### src/rtl/game_msg_arbiter.sv
// Round-robin arbiter sharing the inter-board message channel between game-control handlers.
// Buffers one 22-bit request per handler and reports done, overflow or timeout per handler.
module game_msg_arbiter #(
    parameter int N_REQ   = 4,
    parameter int TIMEOUT = 1023
) (
    input  logic                 clk,
    input  logic                 rst,
    input  logic                 interboard_rst,
    input  logic [N_REQ-1:0]     req_en,
    input  logic [22*N_REQ-1:0]  req_payload,
    input  logic                 inter_ready,
    output logic                 ctrl_en,
    output logic                 ctrl_move_dir,
    output logic [4:0]           ctrl_block_x,
    output logic [2:0]           ctrl_block_y,
    output logic [3:0]           ctrl_msg_type,
    output logic [5:0]           ctrl_card,
    output logic [2:0]           ctrl_sel_len,
    output logic [N_REQ-1:0]     req_pending,
    output logic [N_REQ-1:0]     req_done,
    output logic [N_REQ-1:0]     req_overflow,
    output logic [N_REQ-1:0]     req_timeout
);
    localparam int MSG_W = 22;
    localparam int IDX_W = (N_REQ > 1) ? $clog2(N_REQ) : 1;
    localparam int CNT_W = 16;

    typedef enum logic [1:0] {IDLE, SEND, WAIT_READY, DONE} state_t;

    state_t             state, state_nxt;
    logic [IDX_W-1:0]   rr_ptr, rr_ptr_nxt;
    logic [IDX_W-1:0]   grant, grant_nxt;
    logic [IDX_W-1:0]   pick, scan_idx;
    logic               found;
    logic [CNT_W-1:0]   cnt, cnt_nxt;
    logic [CNT_W:0]     cnt_inc;
    logic [MSG_W-1:0]   msg_buf [N_REQ];
    logic [MSG_W-1:0]   msg_q, msg_nxt;
    logic [N_REQ-1:0]   pending, grant_oh, finish, timeout_vec, accept, ovf_q;

    function automatic logic [IDX_W-1:0] wrap_inc(input logic [IDX_W-1:0] idx);
        return (idx == IDX_W'(N_REQ - 1)) ? '0 : idx + 1'b1;
    endfunction

    // First pending handler at or after rr_ptr, wrapping modulo N_REQ.
    always_comb begin
        found    = 1'b0;
        pick     = rr_ptr;
        scan_idx = rr_ptr;
        for (int k = 0; k < N_REQ; k++) begin
            if (!found && pending[scan_idx]) begin
                found = 1'b1;
                pick  = scan_idx;
            end
            scan_idx = wrap_inc(scan_idx);
        end
    end

    assign grant_oh = {{(N_REQ-1){1'b0}}, 1'b1} << grant;
    assign cnt_inc  = {1'b0, cnt} + 1'b1;

    always_comb begin
        state_nxt   = state;
        grant_nxt   = grant;
        rr_ptr_nxt  = rr_ptr;
        cnt_nxt     = cnt;
        msg_nxt     = msg_q;
        finish      = '0;
        timeout_vec = '0;
        case (state)
            IDLE: begin
                msg_nxt = '0;
                if (found) begin
                    grant_nxt = pick;
                    msg_nxt   = msg_buf[pick];
                    state_nxt = SEND;
                end
            end
            SEND: begin
                cnt_nxt   = '0;
                state_nxt = WAIT_READY;
            end
            WAIT_READY: begin
                if (inter_ready) begin
                    state_nxt = DONE;
                end else if (cnt_inc == (CNT_W+1)'(TIMEOUT)) begin
                    timeout_vec = grant_oh;
                    finish      = grant_oh;
                    rr_ptr_nxt  = wrap_inc(grant);
                    cnt_nxt     = '0;
                    msg_nxt     = '0;
                    state_nxt   = IDLE;
                end else begin
                    cnt_nxt = cnt_inc[CNT_W-1:0];
                end
            end
            DONE: begin
                finish     = grant_oh;
                rr_ptr_nxt = wrap_inc(grant);
                msg_nxt    = '0;
                state_nxt  = IDLE;
            end
            default: state_nxt = IDLE;
        endcase
    end

    // A request landing on its own done/timeout cycle reloads the buffer instead of overflowing.
    assign accept = req_en & (~pending | finish);

    always_ff @(posedge clk or negedge rst) begin
        if (!rst) begin
            state   <= IDLE;
            rr_ptr  <= '0;
            grant   <= '0;
            cnt     <= '0;
            msg_q   <= '0;
            pending <= '0;
            ovf_q   <= '0;
            for (int i = 0; i < N_REQ; i++) msg_buf[i] <= '0;
        end else if (interboard_rst) begin
            state   <= IDLE;
            rr_ptr  <= '0;
            grant   <= '0;
            cnt     <= '0;
            msg_q   <= '0;
            pending <= '0;
            ovf_q   <= '0;
            for (int i = 0; i < N_REQ; i++) msg_buf[i] <= '0;
        end else begin
            state   <= state_nxt;
            rr_ptr  <= rr_ptr_nxt;
            grant   <= grant_nxt;
            cnt     <= cnt_nxt;
            msg_q   <= msg_nxt;
            pending <= (pending & ~finish) | accept;
            ovf_q   <= req_en & pending & ~finish;
            for (int i = 0; i < N_REQ; i++) begin
                if (accept[i]) msg_buf[i] <= req_payload[i*MSG_W +: MSG_W];
            end
        end
    end

    assign ctrl_en      = (state == SEND);
    assign req_done     = (state == DONE) ? grant_oh : '0;
    assign req_timeout  = timeout_vec;
    assign req_pending  = pending;
    assign req_overflow = ovf_q;
    assign {ctrl_move_dir, ctrl_block_x, ctrl_block_y,
            ctrl_msg_type, ctrl_card, ctrl_sel_len} = msg_q;

endmodule

### config.mk
export PLATFORM = sky130hd
export DESIGN_NAME = game_msg_arbiter
export DESIGN_NICKNAME = d
export VERILOG_FILES = /design/src/rtl/game_msg_arbiter.sv
export SDC_FILE = /design/constraint.sdc
export NUM_CORES = 1
export LEC_CHECK = 0
export BUFFER_PORTS_ARGS = -buffer_cell sky130_fd_sc_hd__buf_4
export CORE_MARGIN = 2
export CORE_UTILIZATION = 35
export CTS_CLUSTER_DIAMETER = 80
export DETAILED_ROUTE_END_ITERATION = 16
export GPL_TIMING_DRIVEN = 0
export HOLD_SLACK_MARGIN = 0.15
export PLACE_DENSITY_LB_ADDON = 0.3
export SLEW_MARGIN = 20
export SYNTH_ARGS = -nofsm -noshare
export SYNTH_HDL_FRONTEND = slang
export SYNTH_SLANG_ARGS = --single-unit
### constraint.sdc
create_clock -name clk -period 3.3 [get_ports clk]
set_input_delay 0 -clock clk [delete_from_list [all_inputs] [get_ports clk]]
set_output_delay 0 -clock clk [all_outputs]
set_load 0.02 [all_outputs]
-- Word level (Yosys, flattened, before mapping)
Cells that the tools add are included.
- div/mod/pow operators: 0
- bitwise gates (word level): 9
- equality and inequality tests: 12
- muxes and demuxes: 55
- reduce and logical (&&, ||, !) cells: 21
- $lt $le $gt $ge: 5
- multipliers: 0
- $add $sub $neg: 5
- shift-type cells: 1
- operators by type and width (kind ; count):
    2-to-1 mux 22 bit ; 10
    2-to-1 mux 88 bit ; 1
    one-hot mux 22 bit (3 select lines) ; 1
    2-to-1 mux 16 bit ; 3
    binary-select mux 22 bit (select 2 bit) ; 1
    2-to-1 mux 2 bit ; 17
    one-hot mux 16 bit (2 select lines) ; 1
    2-to-1 mux 4 bit ; 6
    adder 16 x 1 -> 17 bit, second input constant ; 1
    == test 17 x 10 -> 1 bit, second input constant ; 1
    bitwise AND 4 bit ; 4
    == test 2 bit, second input constant ; 6
    < comparator 2 x 3 -> 1 bit, second input constant ; 4
    nonzero test 2 bit ; 6
    != test 3 bit, second input constant ; 3
    adder 2 x 1 -> 2 bit, second input constant ; 4
    binary-select mux 1 bit (select 2 bit) ; 4
    2-to-1 mux 1 bit ; 8
    inverter 4 bit ; 2
    OR 4 bit ; 2
    one-hot mux 2 bit (4 select lines) ; 1
    one-hot mux 4 bit (2 select lines) ; 1
    AND reduction 2 bit ; 3
    AND reduction 3 bit ; 2
    11 further kinds ; 16
- bits of input ports: 96
- output and inout port bits: 39
- latch bits: 0
- word-level logic and storage cells: 119
- register bits after elaboration: 140
- bits in writable memories: 0
- memories kept: 0
- ROM bits: 0

-- Depth between registers and ports, before layout
Gate-level depths: netlist of run 1.
- depth in word-level cells: 19
- mapped depth: 11

-- Worst setup path before layout of run 1
No wires, ideal clock.
- path kind: register to register
- start point: register rr_ptr[1]
- end point: register msg_q[0]
- arrival: 2.786 ns
- stages on the path, launching flop included: 12
- setup slack: 0.376 ns
- period minus slack after synthesis: 2.924 ns
- required time: 3.162 ns
- cell sequence: dfrtp_1 ha_1 buf_2 nor2_4 mux4_2 nor4_1 or4b_1 buf_2 clkbuf_1 nor3b_1 mux2i_1 o211ai_1
- cells in the longest elaborated chain, start to end: 19
- ends and longest elaborated chain (element ; line ; text):
    start, declared ; 32 ; logic [IDX_W-1:0] rr_ptr, rr_ptr_nxt;
    start signal, assigned ; 132 ; rr_ptr <= rr_ptr_nxt;
    parallel branches: the longest is 16 deep, another holds adder 2 x 1 -> 2 bit ; - ;
    2-to-1 mux 22 bit * ; 74 ; if (found) begin
    one-hot mux 22 bit (3 select lines) * ; 71 ; case (state)
    2-to-1 mux 22 bit * ; 121 ; end else if (interboard_rst) begin
    end signal, assigned ; 135 ; msg_q <= msg_nxt;
    end, declared ; 39 ; logic [MSG_W-1:0] msg_q, msg_nxt;
Every way passes the cells marked *. The select of a mux whose other input is x is not followed.
A chain may end at the register's enable or synchronous reset.

-- Worst setup path after layout of run 1
- start point: register rr_ptr[1]
- end point: register msg_q[4]
Same word-level chain as after synthesis.

==> impl_metrics.ini, run 1 <==
[outcome]
outcome = complete, no violations

[place]
placed_cell_area_um2 = 8790
pre_cts_ws_ns = -0.371
gp_congestion = 0.857
port_buffers = 134
hpwl_um = 15400

[critical_path]
critPathKind = register to register
worst_path_max_delay_cell = mux4_2
crit_path_cell_trace = ha_1, buf_2, nor2_4, buf_4, mux4_2, nor4_4, or4b_4, clkbuf_4, buf_4, nor3b_1, mux2i_1, o211ai_1
cp_data_required_time_ns = 3.59
cp_max_fo = 10
end_kind = register
critPathMaxStageDelay_ns = 0.55
crit_top_cell = buf_4
cp-start-kind = register
arrival_ns = 3.48

[routing]
firstDrtPassIters = 5
route.detailed.drc = 0
viasPerCell = 5.16
routed_wl_um = 21800
detail_route.wl_per_cell_um = 18.2
vias = 6198
first_iter_violations = 439
postRouteAntennaNets = 0

[cts]
worstSkewPairLatency_ns = 0.43
cts_tree = done
numClockSinks = 140
clk_pin_slew_ns = 0.07
cts-buffers-inserted = 17
cts_max_level = 4
cts-root-buf = clkbuf_16
cts_max_path_buffers = 2

[floorplan]
dieArea_um2 = 22300
die_x_um = 149
start_util_pct = 35.4
coreArea_um2 = 20900
chipHeight_um = 149
row_count = 53
ios = 135

[logic_synthesis]
ys_seq_area_share_pct = 47.3
yosysUniqueCellTypes = 61
synth-edff-count = 0
synth_fp_nets = 768
synth_flop_cell = dfrtp_1
syn-instance-count = 660
ys_async_sr_fraction_pct = 100
avgSynthCellArea_um2 = 11.2
synth_warnings = 0
synth_area_um2 = 7400
synth-seq-cells = 140

[cells_and_area]
finalInstanceArea_um2 = 10500
syn_to_final_growth_pct = 42.1
layout_common_cells = buf_4, dfrtp_1, a22o_1, dlygate4sd3_1, nor3b_1
fillers = 1871
drive_above_1_share_pct = 28.0
fin_nets = 1021
fin_util_pct = 50.3
diodes = 0
layout_commonest_cell = buf_4

[timing]
final.setup.worst_slack_ns = 0.107
relSlewSlack_pct = 47.0
holdWs_ns = 0.324
max_freq_mhz = 313
period_needed_ns = 3.19
fin_crit_sh_pct = 96.8
setup_viol = 0
worst_pin_slew_ns = 0.791
skew_ns = 0.0105
hold_viol = 0
final_max_slew_viol_count = 0

[global_routing]
antenna_found_initial = 0
track_usage_pct = 19.6
grt_pass1_vias = 6070
grt_pass1_wl_um = 34000
grt_max_degree = 98
grt_overflow = 0

[power_and_ir_drop]
power_mw = 5.78
vdd_drop_max_v = 0.000398
power_density_nw_per_um2 = 549
leakage_nw = 4.89

[worst_hold_path]
hp-class = input port to register

[run]
maxCapViolCount = 0
## synth_stat cells (3+ instances only)
cell type	n	area, um2
a21oi_1	13	65.1
a22o_1	99	867
a311oi_1	3	26.3
a31o_2	4	35.0
a31oi_4	5	106
and2_1	13	81.3
and3_1	3	18.8
buf_2	20	100
buf_4	4	30.0
buf_6	11	124
clkbuf_1	15	56.3
dfrtp_1	140	3500
ha_1	12	150
inv_1	12	45.0
mux2_2	3	33.8
mux2i_1	51	510
mux4_2	3	67.6
nand2_1	35	131
nand2b_1	14	87.6
nand3_1	7	35.0
nor2_1	30	113
nor2_2	4	25.0
nor2b_1	8	50.1
nor3_1	15	75.1
nor3b_1	45	338
nor4_1	4	25.0
o211ai_1	22	165
o21ai_0	12	60.1
o21ai_1	8	40.0
or3_1	3	18.8
## cell type report
class	instances	area, um2	share of cell area (%)
multi-input combinational	457	3620	34.4
sequential	140	3510	33.3
timing repair buffer	235	2040	19.4
clock buffer	17	425	4.05
buffer	50	357	3.39
tap	275	344	3.27
clock inverter	15	176	1.68
inverter	12	45.0	0.428
## repair_timing
| item | 4_1_cts | 5_1_grt |
|---|---|---|
| hold endpoints to repair | 242 | 0 |
| cloned | 0 | 0 |
| setup buffers | 1 | 2 |
| hold buffers | 97 | 0 |
| pin swaps | 1 | 2 |
| setup endpoints to repair | 27 | 44 |
| resized for setup | 17 | 17 |
## cells by family (layout without fill, tap and decap cells)
group	Yosys count	count (layout)	share of synthesized area, %
flip-flops	140	140	47.3
buffers and inverters	63	329	5.07
multiplexers	59	59	8.67
AND/OR/NAND/NOR	194	194	15.2
XOR/XNOR	4	4	0.473
AO/OA/AOI/OAI	188	188	21.2
adder cells (fa/ha/maj)	12	12	2.03
## through the flow
step	cells	setup TNS [ns]
after floorplan	660	0
after global placement	1069	-6.02
after detailed placement	1070	-6.52
after CTS	1200	0
after global routing	1201	-0.00364
final	1201	0
## path summary, 6_finish.rpt
check | startpoint | to | slack (ns) | cells after the start
min in group asynchronous | rst | msg_buf[15]$_DFFE_PN0P_ | 0.67 | 4
setup reg to reg | rr_ptr[1]$_DFFE_PN0P_ | msg_q[4]$_DFFE_PN0P_ | 0.11 | 12
hold / removal | req_payload[53] | msg_buf[31]$_DFFE_PN0P_ | 0.32 | 3
max in group asynchronous | rst | cnt[1]$_DFFE_PN0P_ | 2.12 | 4
setup / recovery | rr_ptr[1]$_DFFE_PN0P_ | msg_q[4]$_DFFE_PN0P_ | 0.11 | 12
hold reg to reg | msg_buf[55]$_DFFE_PN0P_ | msg_buf[55]$_DFFE_PN0P_ | 0.50 | 1
## report_power, final
| part | switching (mW) | internal (mW) |
|---|---|---|
| clock | 0.858 | 1.08 |
| sequential | 0.122 | 1.88 |
| combinational | 1.03 | 0.805 |
## layer usage
layer	up-vias	GRT usage (%)	part of all wire, %
met3	22	2.93	3.2
li1	2987	-	-
met4	0	5.76	1.5
met1	3042	28.6	48
met5	-	0	0
met2	147	30.2	47
## registers in the layout, summed over array words and instances (netlist names)
| name | count |
|---|---|
| req_pending | 4 |
| cnt | 16 |
| rr_ptr | 2 |
| grant | 2 |
| msg_q | 22 |
| msg_buf | 88 |
| req_overflow | 4 |
| state | 2 |
## critical path: cells and delay by family, from the launching register on
family / cells / cell delay [ns]
AO/OA/AOI/OAI: 1 / 0.13
adder cells (fa/ha/maj): 1 / 0.17
buffers and inverters: 4 / 0.71
flip-flops: 1 / 0.42
multiplexers: 2 / 0.81
AND/OR/NAND/NOR: 4 / 0.79
No activity file was read; power rests on OpenSTA's default activity.
==> run 2: changes to the inputs <==
==> constraint.sdc (replaced) <==
create_clock -name clk -period 3.3 [get_ports clk]
set_input_delay 0.66 -clock clk [delete_from_list [all_inputs] [get_ports clk]]
set_output_delay 0.66 -clock clk [all_outputs]
set_load 0.02 [all_outputs]
==> impl_metrics.ini, run 2 (synthesis gave the netlist of run 1 again) <==
[outcome]
outcome = complete, no violations

[floorplan]
dieArea_um2 = 22300
start_util_pct = 35.4
coreArea_um2 = 20900
die_x_um = 149
row_count = 53
chipHeight_um = 149
ios = 135

[place]
placed_cell_area_um2 = 8790
pre_cts_ws_ns = -0.371
hpwl_um = 15400
gp_congestion = 0.857
port_buffers = 134

[timing]
final_max_slew_viol_count = 0
skew_ns = 0.0143
period_needed_ns = 3.23
relSlewSlack_pct = 45.9
hold_viol = 0
final.setup.worst_slack_ns = 0.0737
setup_viol = 0
setup_tns_ns = 0
fin_crit_sh_pct = 97.8
rsz0062_at_grt = yes
max_freq_mhz = 310
worst_pin_slew_ns = 0.808

[cells_and_area]
fin_nets = 939
drive_above_1_share_pct = 33.4
finalInstanceArea_um2 = 9720
largest_reg_flops = 88
diodes = 0
regMostFlops = msg_buf
layout_commonest_cell = buf_4
syn_to_final_growth_pct = 31.3
largestRegisters = msg_buf: 88 flops, msg_q: 22 flops, cnt: 16 flops
layout_common_cells = buf_4, dfrtp_1, a22o_1, nor3b_1, mux2i_1

[critical_path]
cp-start-kind = register
reg2regPathDepth = 12
end_kind = primary output
startpoint = cnt[1]$_DFFE_PN0P_
crit_path_cell_trace = ha_4, nand3_4, nor4_4, and3_1, a2bb2oi_2, buf_6, and4_4, and2_1, buf_4
arrival_ns = 2.57
crit_family = simple AND/OR/NAND/NOR gates
cp.buffers_inverters = 2
critPathMaxStageDelay_ns = 0.43
worst_path_max_delay_cell = dfrtp_2
critPathKind = register to primary output
cp_data_required_time_ns = 2.64
cp_max_fo = 8
rr_startpoint = rr_ptr[1]$_DFFE_PN0P_
cp_num_cells = 9
endpoint = req_timeout[2]
timing.rr.end = msg_q[3]$_DFFE_PN0P_
reg2reg_slack_ns = 0.13

[worst_hold_path]
hp-class = input port to register

[run]
maxCapViolCount = 0

[cts]
clk_pin_slew_ns = 0.07
worstSkewPairLatency_ns = 0.43
cts-root-buf = clkbuf_16
cts_max_path_buffers = 2
cts_max_level = 4
cts_tree = done
numClockSinks = 140
cts-buffers-inserted = 17

[routing]
vias = 5910
viasPerCell = 5.28
detail_route.wl_per_cell_um = 18.8
routed_wl_um = 21100
first_iter_violations = 359
route.detailed.drc = 0
firstDrtPassIters = 5
postRouteAntennaNets = 0

[power_and_ir_drop]
vdd_drop_max_v = 0.000403
leakage_nw = 4.57
power_density_nw_per_um2 = 587

[global_routing]
antenna_found_initial = 0
grt_pass1_wl_um = 32600
grt_max_degree = 98
grt_pass1_vias = 5795
track_usage_pct = 18.8
grt_overflow = 0
run 2: cell count changes in the layout (fill, tap and decap cells not counted), moves of 2 or more:
cell,change
dlygate4sd3_1,-95
buf_4,+16
dfrtp_1,-3
dfrtp_2,+3
buf_6,+2
clkbuf_4,-2
run 2: final cells by class:
cell class | count | area [um2]
Fill cell | 1959 | 11200
Timing Repair Buffer | 154 | 1190
Buffer | 49 | 363
Tap cell | 275 | 344
Inverter | 12 | 45.0
Clock buffer | 17 | 425
Sequential cell | 140 | 3510
Clock inverter | 15 | 176
Multi-Input combinational cell | 457 | 3670
run 2: routing by layer:
layer / wire [um] / track usage, % / share of wire (%) / vias up
met4: 446 / 6.33 / 2.1 / 0
met5: 0 / 0 / 0 / -
met1: 10200 / 28.0 / 49 / 2923
li1: - / - / - / 2823
met3: 808 / 2.77 / 3.8 / 27
met2: 9580 / 27.9 / 45 / 137
run 2: what timing repair did:
action / in CTS / in global routing
endpoints found under the hold margin: 43 / 0
buffers inserted: 6 / 12
pin swaps: 4 / 7
endpoints found under the setup margin: 27 / 26
hold buffers: 1 / 0
gates cloned: 0 / 0
resized for setup: 27 / 25
run 2: worst min-delay path by stage:
stage | depth (start not counted) | endpoint | slack, ns | startpoint
finish | 2 | msg_buf[24]$_DFFE_PN0P_ | 0.44 | req_payload[46]
global route | 2 | msg_buf[24]$_DFFE_PN0P_ | 0.43 | req_payload[46]
detailed placement | 1 | msg_buf[62]$_DFFE_PN0P_ | 0.48 | msg_buf[62]$_DFFE_PN0P_
floorplan | 0 | cnt[0]$_DFFE_PN0P_ | 0.36 | rst
CTS | 2 | msg_buf[29]$_DFFE_PN0P_ | 0.43 | req_payload[51]
global placement | 1 | msg_buf[55]$_DFFE_PN0P_ | 0.48 | msg_buf[55]$_DFFE_PN0P_
run 2: metrics by stage:
stage | instances | power (mW) | util [%] | hold WS (ns)
3_3_place_gp | 1069 | 3.64 | 41.9 | 0.479
6_report | 1119 | 5.71 | 46.5 | 0.438
3_5_place_dp | 1070 | 3.67 | 42.1 | 0.483
2_1_floorplan | 660 | 3.08 | - | 0.364
4_1_cts | 1108 | 5.66 | 45.7 | 0.431
5_1_grt | 1119 | 5.97 | 46.5 | 0.430
run 2: where the power goes:
group / switching [mW] / internal (mW)
Combinational: 1.01 / 0.748
Clock: 0.861 / 1.08
Sequential: 0.121 / 1.88
Total: 2.00 / 3.71
